$ cat src/rtl/pmac_pkg.sv
// Shared definitions for the windowed multiply-accumulate unit: window length
// clamp, pipeline stage indices, rounding constant and output saturation bounds.
package pmac_pkg;

  // Pipeline stage indices, counted from the edge a beat is accepted
  localparam int STG_S1 = 1;
  localparam int STG_S2 = 2;
  localparam int STG_S3 = 3;
  localparam int STG_S4 = 4;

  // Length 0 behaves as a single-product window; oversize lengths clamp to max
  function automatic int unsigned eff_len(input int unsigned len,
                                          input int unsigned max_len);
    if (len == 0) return 1;
    else if (len > max_len) return max_len;
    else return len;
  endfunction

  // Half an output LSB in accumulator scaling
  function automatic longint round_const(input int frac_bits);
    return (frac_bits > 0) ? (64'sd1 <<< (frac_bits - 1)) : 64'sd0;
  endfunction

  function automatic longint sat_max(input int out_w);
    return (64'sd1 <<< (out_w - 1)) - 64'sd1;
  endfunction

  function automatic longint sat_min(input int out_w);
    return -(64'sd1 <<< (out_w - 1));
  endfunction

endpackage

$ cat src/rtl/pmac_window_unit_if.sv
// Beat/result bus of the windowed MAC. The fetch side drives the master end,
// the MAC unit sits on the slave end.
interface pmac_window_unit_if #(
  parameter int DATA_W  = 16,
  parameter int OUT_W   = 16,
  parameter int MAX_LEN = 256,
  parameter int LEN_W   = $clog2(MAX_LEN + 1)
);
  logic                     in_valid;
  logic signed [DATA_W-1:0] md;
  logic signed [DATA_W-1:0] mr;
  logic [LEN_W-1:0]         len;
  logic signed [DATA_W-1:0] bias;
  logic                     relu_en;
  logic                     round_en;
  logic                     out_valid;
  logic signed [OUT_W-1:0]  out_data;
  logic                     sat_flag;
  logic                     busy;

  modport master (
    output in_valid, md, mr, len, bias, relu_en, round_en,
    input  out_valid, out_data, sat_flag, busy
  );

  modport slave (
    input  in_valid, md, mr, len, bias, relu_en, round_en,
    output out_valid, out_data, sat_flag, busy
  );
endinterface

$ cat src/rtl/pmac_booth_mult.sv
// Combinational signed radix-4 Booth multiplier. Partial products are reduced
// by a 3:2 carry-save tree down to two rows, then one carry-propagate add.
module pmac_booth_mult #(
  parameter int DATA_W = 16
) (
  input  logic signed [DATA_W-1:0]   md_i,
  input  logic signed [DATA_W-1:0]   mr_i,
  output logic signed [2*DATA_W-1:0] prod_o
);
  localparam int PW  = 2 * DATA_W;
  localparam int MW  = DATA_W + (DATA_W % 2);
  localparam int NPP = MW / 2;

  // Row count after a given number of 3:2 reduction levels
  function automatic int csa_cnt(input int n0, input int lvl);
    int n;
    n = n0;
    for (int i = 0; i < lvl; i++)
      if (n > 2) n = 2 * (n / 3) + (n % 3);
    return n;
  endfunction

  function automatic int csa_lvls(input int n0);
    int n;
    int l;
    n = n0;
    l = 0;
    while (n > 2) begin
      n = 2 * (n / 3) + (n % 3);
      l++;
    end
    return l;
  endfunction

  localparam int LVLS = csa_lvls(NPP);

  logic [MW:0]    mrx;
  logic [PW-1:0]  mde;
  logic [PW-1:0]  tree [LVLS+1][NPP];

  assign mrx = {MW'(mr_i), 1'b0};
  assign mde = PW'(md_i);

  for (genvar i = 0; i < NPP; i++) begin : g_pp
    logic [2:0]    sel;
    logic [PW-1:0] mag;
    assign sel = mrx[2*i+2 -: 3];
    // Booth digit selects 0, +-md or +-2md
    always_comb begin
      case (sel)
        3'b001, 3'b010: mag = mde;
        3'b011:         mag = mde << 1;
        3'b100:         mag = -(mde << 1);
        3'b101, 3'b110: mag = -mde;
        default:        mag = '0;
      endcase
    end
    assign tree[0][i] = mag << (2 * i);
  end

  for (genvar l = 0; l < LVLS; l++) begin : g_lvl
    localparam int N  = csa_cnt(NPP, l);
    localparam int G  = N / 3;
    localparam int NN = csa_cnt(NPP, l + 1);
    for (genvar g = 0; g < G; g++) begin : g_csa
      assign tree[l+1][2*g]   = tree[l][3*g] ^ tree[l][3*g+1] ^ tree[l][3*g+2];
      assign tree[l+1][2*g+1] = ((tree[l][3*g]   & tree[l][3*g+1]) |
                                 (tree[l][3*g]   & tree[l][3*g+2]) |
                                 (tree[l][3*g+1] & tree[l][3*g+2])) << 1;
    end
    for (genvar k = 0; k < N % 3; k++) begin : g_pass
      assign tree[l+1][2*G+k] = tree[l][3*G+k];
    end
    for (genvar k = NN; k < NPP; k++) begin : g_zero
      assign tree[l+1][k] = '0;
    end
  end

  assign prod_o = signed'(tree[LVLS][0] + tree[LVLS][1]);

endmodule

$ cat src/rtl/pmac_window_unit.sv
// Pipelined signed fixed-point MAC over a runtime-programmable window, with
// bias preload, optional round-half-up, optional ReLU and output saturation.
module pmac_window_unit
  import pmac_pkg::*;
#(
  parameter int DATA_W    = 16,
  parameter int FRAC_BITS = 8,
  parameter int ACC_W     = 40,
  parameter int OUT_W     = 16,
  parameter int MAX_LEN   = 256,
  parameter int LEN_W     = $clog2(MAX_LEN + 1)
) (
  input logic               clk,
  input logic               rst,
  pmac_window_unit_if.slave bus
);
  localparam logic signed [ACC_W-1:0] RND_C  = ACC_W'(round_const(FRAC_BITS));
  localparam logic signed [ACC_W-1:0] SAT_HI = ACC_W'(sat_max(OUT_W));
  localparam logic signed [ACC_W-1:0] SAT_LO = ACC_W'(sat_min(OUT_W));

  // Round, shift, ReLU, saturate; result is {clamped, data}
  function automatic logic [OUT_W:0] post_proc(input logic signed [ACC_W-1:0] acc,
                                               input logic rnd, input logic relu);
    logic signed [ACC_W-1:0] v;
    v = rnd ? acc + RND_C : acc;
    v = v >>> FRAC_BITS;
    if (relu && v[ACC_W-1]) v = '0;
    if (v > SAT_HI) return {1'b1, SAT_HI[OUT_W-1:0]};
    if (v < SAT_LO) return {1'b1, SAT_LO[OUT_W-1:0]};
    return {1'b0, v[OUT_W-1:0]};
  endfunction

  logic                       vld_p0_q, relu_p0_q, round_p0_q;
  logic signed [DATA_W-1:0]   md_p0_q, mr_p0_q, bias_p0_q;
  logic [LEN_W-1:0]           len_p0_q;

  logic [LEN_W-1:0]           cnt_q, cnt_d, sh_len_q, sh_len_d, win_len;
  logic                       sh_relu_q, sh_relu_d, sh_round_q, sh_round_d;
  logic                       first_w, last_w;

  logic                       vld_p1_q, first_p1_q, last_p1_q, relu_p1_q, round_p1_q;
  logic signed [DATA_W-1:0]   md_p1_q, mr_p1_q, bias_p1_q;

  logic signed [2*DATA_W-1:0] prod_d, prod_p2_q;
  logic                       vld_p2_q, first_p2_q, last_p2_q, relu_p2_q, round_p2_q;
  logic signed [DATA_W-1:0]   bias_p2_q;

  logic signed [ACC_W-1:0]    acc_q, acc_d;
  logic                       vld_p3_q, last_p3_q, relu_p3_q, round_p3_q;

  logic [OUT_W:0]             pp_w;
  logic                       fire_w;
  logic                       out_valid_q, sat_q;
  logic signed [OUT_W-1:0]    out_data_q;

  // Input capture: raw beat and its sideband
  always_ff @(posedge clk) begin
    if (!rst) begin
      vld_p0_q   <= 1'b0;
      md_p0_q    <= '0;
      mr_p0_q    <= '0;
      bias_p0_q  <= '0;
      len_p0_q   <= '0;
      relu_p0_q  <= 1'b0;
      round_p0_q <= 1'b0;
    end else begin
      vld_p0_q   <= bus.in_valid;
      md_p0_q    <= bus.md;
      mr_p0_q    <= bus.mr;
      bias_p0_q  <= bus.bias;
      len_p0_q   <= bus.len;
      relu_p0_q  <= bus.relu_en;
      round_p0_q <= bus.round_en;
    end
  end

  // Beat tagging: first beat uses live config, later beats use the shadow
  always_comb begin
    first_w    = (cnt_q == '0);
    win_len    = first_w ? LEN_W'(eff_len(32'(len_p0_q), MAX_LEN)) : sh_len_q;
    last_w     = (cnt_q == win_len - LEN_W'(1));
    cnt_d      = cnt_q;
    sh_len_d   = sh_len_q;
    sh_relu_d  = sh_relu_q;
    sh_round_d = sh_round_q;
    if (vld_p0_q) begin
      cnt_d = last_w ? '0 : cnt_q + LEN_W'(1);
      if (first_w) begin
        sh_len_d   = win_len;
        sh_relu_d  = relu_p0_q;
        sh_round_d = round_p0_q;
      end
    end
  end

  // ---- S1: operands, tags and window config registered ----
  always_ff @(posedge clk) begin
    if (!rst) begin
      cnt_q      <= '0;
      sh_len_q   <= '0;
      sh_relu_q  <= 1'b0;
      sh_round_q <= 1'b0;
      vld_p1_q   <= 1'b0;
      first_p1_q <= 1'b0;
      last_p1_q  <= 1'b0;
      relu_p1_q  <= 1'b0;
      round_p1_q <= 1'b0;
      md_p1_q    <= '0;
      mr_p1_q    <= '0;
      bias_p1_q  <= '0;
    end else begin
      cnt_q      <= cnt_d;
      sh_len_q   <= sh_len_d;
      sh_relu_q  <= sh_relu_d;
      sh_round_q <= sh_round_d;
      vld_p1_q   <= vld_p0_q;
      first_p1_q <= first_w;
      last_p1_q  <= last_w;
      relu_p1_q  <= first_w ? relu_p0_q : sh_relu_q;
      round_p1_q <= first_w ? round_p0_q : sh_round_q;
      md_p1_q    <= md_p0_q;
      mr_p1_q    <= mr_p0_q;
      bias_p1_q  <= bias_p0_q;
    end
  end

  pmac_booth_mult #(.DATA_W(DATA_W)) u_mult (
    .md_i   (md_p1_q),
    .mr_i   (mr_p1_q),
    .prod_o (prod_d)
  );

  // ---- S2: full-width product registered ----
  always_ff @(posedge clk) begin
    if (!rst) begin
      vld_p2_q   <= 1'b0;
      first_p2_q <= 1'b0;
      last_p2_q  <= 1'b0;
      relu_p2_q  <= 1'b0;
      round_p2_q <= 1'b0;
      prod_p2_q  <= '0;
      bias_p2_q  <= '0;
    end else begin
      vld_p2_q   <= vld_p1_q;
      first_p2_q <= first_p1_q;
      last_p2_q  <= last_p1_q;
      relu_p2_q  <= relu_p1_q;
      round_p2_q <= round_p1_q;
      prod_p2_q  <= prod_d;
      bias_p2_q  <= bias_p1_q;
    end
  end

  // First beat restarts from the aligned bias; bubbles hold the accumulator
  always_comb begin
    acc_d = acc_q;
    if (vld_p2_q) begin
      if (first_p2_q) acc_d = ACC_W'(prod_p2_q) + (ACC_W'(bias_p2_q) <<< FRAC_BITS);
      else            acc_d = acc_q + ACC_W'(prod_p2_q);
    end
  end

  // ---- S3: accumulate ----
  always_ff @(posedge clk) begin
    if (!rst) begin
      acc_q      <= '0;
      vld_p3_q   <= 1'b0;
      last_p3_q  <= 1'b0;
      relu_p3_q  <= 1'b0;
      round_p3_q <= 1'b0;
    end else begin
      acc_q      <= acc_d;
      vld_p3_q   <= vld_p2_q;
      last_p3_q  <= last_p2_q;
      relu_p3_q  <= relu_p2_q;
      round_p3_q <= round_p2_q;
    end
  end

  // Post-processing of the completed window
  always_comb begin
    fire_w = vld_p3_q & last_p3_q;
    pp_w   = post_proc(acc_q, round_p3_q, relu_p3_q);
  end

  // ---- S4: result register; data holds between pulses ----
  always_ff @(posedge clk) begin
    if (!rst) begin
      out_valid_q <= 1'b0;
      sat_q       <= 1'b0;
      out_data_q  <= '0;
    end else begin
      out_valid_q <= fire_w;
      sat_q       <= fire_w & pp_w[OUT_W];
      if (fire_w) out_data_q <= pp_w[OUT_W-1:0];
    end
  end

  assign bus.out_valid = out_valid_q;
  assign bus.out_data  = out_data_q;
  assign bus.sat_flag  = sat_q;
  assign bus.busy      = (cnt_q != '0) | vld_p0_q | vld_p1_q | vld_p2_q | vld_p3_q;

endmodule

$ cat src/flat_wrapper.sv
// flat-port wrapper written by rule: the top's interface ports become plain ports
module pmac_window_unit_flat import pmac_pkg::*;
#(
  parameter int DATA_W    = 16,
  parameter int FRAC_BITS = 8,
  parameter int ACC_W     = 40,
  parameter int OUT_W     = 16,
  parameter int MAX_LEN   = 256,
  parameter int LEN_W     = $clog2(MAX_LEN + 1)
)
  (clk, rst, bus_in_valid, bus_md, bus_mr, bus_len, bus_bias, bus_relu_en, bus_round_en, bus_out_valid, bus_out_data, bus_sat_flag, bus_busy);
  pmac_window_unit_if #(.DATA_W(DATA_W), .OUT_W(OUT_W), .MAX_LEN(MAX_LEN), .LEN_W(LEN_W)) bus_i ();
  input logic clk;
  input logic rst;
  input wire logic [$bits(bus_i.in_valid)-1:0] bus_in_valid;
  input wire logic [$bits(bus_i.md)-1:0] bus_md;
  input wire logic [$bits(bus_i.mr)-1:0] bus_mr;
  input wire logic [$bits(bus_i.len)-1:0] bus_len;
  input wire logic [$bits(bus_i.bias)-1:0] bus_bias;
  input wire logic [$bits(bus_i.relu_en)-1:0] bus_relu_en;
  input wire logic [$bits(bus_i.round_en)-1:0] bus_round_en;
  output wire logic [$bits(bus_i.out_valid)-1:0] bus_out_valid;
  output wire logic [$bits(bus_i.out_data)-1:0] bus_out_data;
  output wire logic [$bits(bus_i.sat_flag)-1:0] bus_sat_flag;
  output wire logic [$bits(bus_i.busy)-1:0] bus_busy;
  assign bus_i.in_valid = bus_in_valid;
  assign bus_i.md = bus_md;
  assign bus_i.mr = bus_mr;
  assign bus_i.len = bus_len;
  assign bus_i.bias = bus_bias;
  assign bus_i.relu_en = bus_relu_en;
  assign bus_i.round_en = bus_round_en;
  assign bus_out_valid = bus_i.out_valid;
  assign bus_out_data = bus_i.out_data;
  assign bus_sat_flag = bus_i.sat_flag;
  assign bus_busy = bus_i.busy;
  pmac_window_unit #(.DATA_W(DATA_W), .FRAC_BITS(FRAC_BITS), .ACC_W(ACC_W), .OUT_W(OUT_W), .MAX_LEN(MAX_LEN), .LEN_W(LEN_W)) u_core (.clk(clk), .rst(rst), .bus(bus_i));
endmodule
$ cat config.mk
export PLATFORM = sky130hd
export DESIGN_NAME = pmac_window_unit_flat
export DESIGN_NICKNAME = d
export VERILOG_FILES = /design/src/rtl/pmac_pkg.sv /design/src/rtl/pmac_window_unit_if.sv /design/src/rtl/pmac_booth_mult.sv /design/src/rtl/pmac_window_unit.sv /design/src/flat_wrapper.sv
export SDC_FILE = /design/constraint.sdc
export NUM_CORES = 1
export LEC_CHECK = 0
export BUFFER_PORTS_ARGS = -buffer_cell sky130_fd_sc_hd__buf_2
export CAP_MARGIN = 10
export CORE_ASPECT_RATIO = 0.8
export CORE_UTILIZATION = 30
export CTS_CLUSTER_SIZE = 40
export DETAILED_ROUTE_END_ITERATION = 10
export MAX_ROUTING_LAYER = met4
export SKIP_CTS_REPAIR_TIMING = 1
export SYNTH_ARGS = -nofsm -noshare
export SYNTH_HDL_FRONTEND = slang
export SYNTH_SLANG_ARGS = --single-unit
$ cat constraint.sdc
create_clock -name clk -period 8.4 [get_ports clk]
set_input_delay 1.26 -clock clk [delete_from_list [all_inputs] [get_ports clk]]
set_output_delay 1.26 -clock clk [all_outputs]
set_load 0.02 [all_outputs]
[Word-level counts from Yosys, hierarchy flattened]
Cells that the tools add are included.
Operators by class
  add/sub/neg operators: 8
  $mul: 0
  divide/modulo/power cells: 0
  $lt $le $gt $ge: 3
  equality and inequality tests: 46
  shifts and indexed selects: 0
  multiplexer cells: 24
  bitwise gates (word level): 48
  reduce and logical (&&, ||, !) cells: 19
Operator list (count)
  AND 31 bit: 18
  bitwise XOR 32 bit: 12
  OR 31 bit: 12
  2-to-1 mux 40 bit: 3
  one-hot mux 30 bit (4 select lines): 1
  one-hot mux 28 bit (4 select lines): 1
  one-hot mux 26 bit (4 select lines): 1
  one-hot mux 24 bit (4 select lines): 1
  one-hot mux 32 bit (3 select lines): 1
  one-hot mux 22 bit (4 select lines): 1
  one-hot mux 20 bit (4 select lines): 1
  one-hot mux 18 bit (4 select lines): 1
  2-to-1 mux 17 bit: 4
  negation 32 bit: 2
  == test 3 bit, second input constant: 21
  == test 3 x 2 -> 1 bit, second input constant: 14
  adder 40 x 32 -> 40 bit: 1
  adder 40 x 9 -> 40 bit, second input constant: 1
  > comparator 40 x 16 -> 1 bit, second input constant: 1
  less-than comparator 40 x 16 -> 1 bit, second input constant: 1
  2-to-1 mux 9 bit: 4
  adder 32 x 24 -> 33 bit: 1
  adder 32 bit: 1
  OR reduction 2 bit: 14
  14 further kinds: 30
Storage, ports and cells
  flip-flop bits (word level): 248
  bits in latches: 0
  memory bits (writable): 0
  bits in read-only memories: 0
  input port bits: 62
  output and inout bits: 19
  logic and storage cells: 182
  memories: 0

[Depth between registers and ports, before layout]
  depth after elaboration: 16
  depth in mapped cells: 31
  gate-level depth less buffers: 27

[By module]
A second synthesis with hierarchy kept.
Second synthesis, totals
  cells, all modules: 2839
  area, all modules: 22683.0 µm²
By module, submodules not included
  pmac_window_unit: instances 1, cells an instance 1330, area each 11951.5 µm², sequential area each 4964.8 µm²
  pmac_booth_mult: instances 1, cells an instance 1509, area each 10731.5 µm², sequential area each 0.0 µm²

[Worst setup path before layout]
OpenSTA, ideal clock, no wires.
  path kind: register -> register
  start point: reg u_core.md_p1_q[0]
  end point: reg u_core.prod_p2_q[29]
  setup time: 0.072 ns
  data arrival time: 7.654 ns
  required time: 8.328 ns
  path slack: 0.674 ns
  stages on the path, launching flop included: 31
  clock period less this slack: 7.726 ns
  cell sequence: dfxtp_1 inv_1 clkbuf_1 ha_1 buf_4 or3b_1 buf_2 or4_1 or4_4 or3_1 clkbuf_2 or3_4 a21oi_4 buf_6 inv_1 mux2i_1 a21oi_1 fa_1 fa_1 fa_1 inv_1 fa_1 ha_1 o21a_1 o21a_1 o221a_2 o211ai_1 nand3b_1 a21o_1 a31oi_1 mux2i_1
Between the ends
  word-level cells in the longest chain between the ends: 15
  elaborated cells on any way between the ends: 53
  those cells by class: 3 x add/sub; 8 x mux; 42 x bitwise
Ends and longest elaborated chain
  start: declaration: line pmac_window_unit.sv:42  | logic signed [DATA_W-1:0] md_p1_q, mr_p1_q, bias_p1_q;
  start signal: assignment: line pmac_window_unit.sv:121  | md_p1_q <= md_p0_q;
  negation 32 bit (on tied branches): line pmac_booth_mult.sv:54, pmac_booth_mult.sv:53
  one-hot mux 30 bit (4 select lines), or another cell as far along: line pmac_booth_mult.sv:50  | case (sel)
  AND 31 bit (on tied branches): line pmac_booth_mult.sv:67, pmac_booth_mult.sv:68
  OR 31 bit: line pmac_booth_mult.sv:67  | assign tree[l+1][2*g+1] = ((tree[l][3*g] & tree[l][3*g+1]) |
  OR 31 bit: line pmac_booth_mult.sv:68  | (tree[l][3*g] & tree[l][3*g+2]) |
  AND 31 bit: line pmac_booth_mult.sv:67
  OR 31 bit: line pmac_booth_mult.sv:67
  OR 31 bit: line pmac_booth_mult.sv:68
  AND 31 bit: line pmac_booth_mult.sv:67
  OR 31 bit: line pmac_booth_mult.sv:67
  OR 31 bit: line pmac_booth_mult.sv:68
  AND 31 bit: line pmac_booth_mult.sv:67
  OR 31 bit: line pmac_booth_mult.sv:67
  OR 31 bit: line pmac_booth_mult.sv:68
  adder 32 bit *: line pmac_booth_mult.sv:79  | assign prod_o = signed'(tree[LVLS][0] + tree[LVLS][1]);
  end signal: assignment: line pmac_window_unit.sv:149  | prod_p2_q <= prod_d;
  end: declaration: line pmac_window_unit.sv:44  | logic signed [2*DATA_W-1:0] prod_d, prod_p2_q;
Every way passes the cells marked *; elsewhere a longest branch is shown, timed or not.
A chain may end at the register's enable or synchronous reset.

[Final worst setup path]
  start point: reg u_core.md_p1_q[0]
  end point: reg u_core.prod_p2_q[26]
Same word-level chain as after synthesis.

==> metrics.log <==
INFO  metric outcome = completed
INFO  metric yosys.area_share.simple = 0.185
INFO  metric clkTransAtPathRegs = 80 ps
INFO  metric worstSetupPathType = register to register
INFO  metric dieWidth = around 310 um
INFO  metric placementRows = 88
INFO  metric max_cap_violations = 0
INFO  metric crit_path_max_fanout = 14
INFO  metric layout_worst_path_cycle_share = 0.953
INFO  metric clock_tree.root_cell = clkbuf_16
INFO  metric io_pins = between 80 and 90
INFO  metric htreeDepth = 1
INFO  metric critical_path.slowest_cell = fa_1
INFO  metric synth_compound_area_frac = 0.252
INFO  metric power_frac_comb = 0.424
INFO  metric synth_top_cell_area_share = 0.225
INFO  metric min-delay-path-class = register to register
INFO  metric worst_path_largest_cell_delay = between 500 and 600 ps
INFO  metric final_period_minus_worst_setup_slack = roughly 8000 ps
INFO  metric count_of_flip_flops_with_a_built_in_enable_after_synthesis = 0
INFO  metric core = 72400 um^2
INFO  metric ir_worst_vdd = about 0.00017 V
INFO  metric drtAntennaViolNets = 0
INFO  metric slew_viol_final = 0
INFO  metric place_hpwl = between 50000 and 60000 um
INFO  metric worst_setup_path_end_kind = register
INFO  metric power_per_cell_area = approximately 190 nW/um^2
INFO  metric max_freq = roughly 0.12 GHz
INFO  metric postSynth.asyncResetShare = 0
INFO  metric synth.top_cells.by_area = dfxtp_1 23%, fa_1 12%, ha_1 6.6%
INFO  metric rsz0062_at_grt = no
INFO  metric power.share.sequential = 0.290
INFO  metric grt_usage = 0.204
INFO  metric post-synth-top-count-cell = dfxtp_1
INFO  metric setup_viol = 0
INFO  metric grt_start_max_net_pins = just under 90
INFO  metric net_switching_power = between 0.0015 and 0.002 W
INFO  metric synth_warnings = 0
INFO  metric worst_slew_margin_rel = 0.189
INFO  metric drt_pre_antenna_iters = 7
INFO  metric worstMarginPinSlew = roughly 1200 ps
INFO  metric synth.top_cells.by_count = 248 x dfxtp_1, 246 x a21oi_1, 237 x nor2_1
INFO  metric drt_iter0_markers = ~2300
INFO  metric synth.ff_latch_count = around 250
INFO  metric clock_sinks = 248
INFO  metric drc = 0
INFO  metric finClkSkew = 24.5 ps
INFO  metric arrival = 8450 ps
INFO  metric synthDominantAreaCellType = dfxtp_1
INFO  metric critical_path.startpoint_type = register
INFO  metric die_y = about 240 um
INFO  metric post_synth_instance_area = between 20000 and 25000 um^2
INFO  metric post_route_cells_drive_above_1_share = 0.0965
INFO  metric post_drt_wl_per_cell = roughly 20 um
INFO  metric timing.critical_path.required = about 8800 ps
INFO  metric clock_insertion_delay_worst_skew = around 600 ps
INFO  metric clock_power_share = 0.285
INFO  metric die_area = 74600 um^2
INFO  metric effective_utilization_at_floorplan = 0.304
INFO  metric postSynthCellCount = 2752
INFO  metric adder_cell_share_of_the_synthesized_area = 0.187
INFO  metric power.internal = between 0.002 and 0.003 W
INFO  metric gpl.final_weighted_congestion = between 1 and 1.5
INFO  metric global_route.overflow_total = 0
INFO  metric synth_nets = 3063
INFO  metric synth_top_flop_cell = dfxtp_1
INFO  metric synthesis.area_per_instance = between 8 and 9 um^2
INFO  metric totalWireLength = 76200 um
INFO  metric cts_buffer_depth = 3
INFO  metric synth_seq_area_share = 0.225
INFO  metric fin_tns_setup = 0 ps
INFO  metric synth_xor_area_frac = 0.0737
INFO  metric synth_top_family_by_area = compound AO/OA/AOI/OAI gates
INFO  metric number_of_buffers_created_by_cts = 29
INFO  metric area_added_between_synthesis_and_finish = 11.3%
INFO  metric wire_length_of_the_first_global_routing_pass = around 120000 um
INFO  metric utilization = 0.339
INFO  metric power.leakage = 10.3 nW
INFO  metric tritoncts_clock_tree = built
INFO  metric path_common_cell = fa_1
INFO  metric num-nets-final = 3069
INFO  metric sw_frac_of_total = 0.395
INFO  metric grt_antenna_before_repair = 0
INFO  metric place.port_buffers = 80
INFO  metric post_synth_mux_area_share = 0.0156
INFO  metric vias_per_cell = around 5.6
INFO  metric detailroute.via_count = 20900
INFO  metric first_global_vias = 19100
INFO  metric final-hold-violation-count = 0
INFO  metric synth.distinct_cells = between 80 and 90
==> layout make-up <==
type,instances,area (um^2)
flip-flops and latches,248,4970
clock inverters,18,218
repair buffers,169,1070
clock buffers,33,751
multi-input cells,2144,15700
inverters,166,623
fillers,7649,47900
diodes,1,2.50
well taps,945,1180
==> layout by cell type, fill, tap and decap left out, drive strengths merged, types with 40 or more instances in the layout <==
master and instances:
a21oi 248, dfxtp 248, nor2 238, nand2 201
o21ai 180, buf 169, inv 165, and2 157
fa 133, ha 116, xnor2 115, a221oi 82
xor2 63, nor3 46, a31oi 42, a21o 40
==> power by group through the flow <==
stage	clock, W	combinational [W]	sequential, W
6_report	0.00133	0.00198	0.00135
2_1_floorplan	0	0.00147	0.00133
5_1_grt	0.00142	0.00221	0.00136
3_3_place_gp	0	0.00193	0.00138
3_5_place_dp	0	0.00194	0.00138
4_1_cts	0.00137	0.00195	0.00135
==> logic make-up (layout without fill, tap and decap cells) <==
family                   after synthesis  count (layout)
flip-flops                           248             248
buffers and inverters                360             386
XOR/XNOR                             181             181
adder cells (fa/ha/maj)              249             249
AO/OA/AOI/OAI                        850             850
other                                  0               1
multiplexers                          34              34
AND/OR/NAND/NOR                      830             830
==> through the flow <==
stage	setup slack, ps	hold slack [ps]	total power (W)	std cells	cell area (um^2)
4_1_cts	421	429	0.00468	3723	24500
3_3_place_gp	532	416	0.00331	3672	23600
5_1_grt	64.9	439	0.00499	3723	24500
3_5_place_dp	438	419	0.00332	3672	23600
6_report	392	427	0.00467	3724	24600
2_1_floorplan	674	406	0.00280	2752	22100
==> worst max-delay path: cells and delay by family (launching register included) <==
kind,cells,cell delay (ps)
XOR/XNOR,1,170
multiplexers,1,200
buffers and inverters,3,400
adder cells (fa/ha/maj),6,2570
AND/OR/NAND/NOR,9,2550
flip-flops,1,400
AO/OA/AOI/OAI,8,1550
==> state kept, by name, summed over array words and instances, names as in the netlist, 9 cells and up <==
signal and count:
u_core.acc_q 40, u_core.prod_p2_q 32, u_core.bias_p0_q 16, u_core.bias_p1_q 16
u_core.bias_p2_q 16, u_core.bus.out_data 16, u_core.md_p0_q 16, u_core.md_p1_q 16
u_core.mr_p0_q 16, u_core.mr_p1_q 16, u_core.cnt_q 9, u_core.len_p0_q 9
u_core.sh_len_q 9
==> path summary, 6_finish.rpt <==
kind | from | end | slack [ps] | depth (start not counted)
setup / recovery | u_core.md_p1_q[0] | u_core.prod_p2_q[26] | 390 | 28
hold / removal | u_core.md_p0_q[7] | u_core.md_p1_q[7] | 430 | 1
setup reg to reg | u_core.md_p1_q[0] | u_core.prod_p2_q[26] | 390 | 28
hold reg to reg | u_core.md_p0_q[7] | u_core.md_p1_q[7] | 430 | 1
==> per-layer routing <==
metal	up-vias	routed length [um]	share of wire	global-route usage
met5	-	0	0	-
met4	0	2900	0.038	0.0718
met3	189	8380	0.11	0.0514
met2	1114	30200	0.40	0.277
li1	9742	-	-	-
met1	9868	34800	0.46	0.289
(Power assumes the default switching activity.)
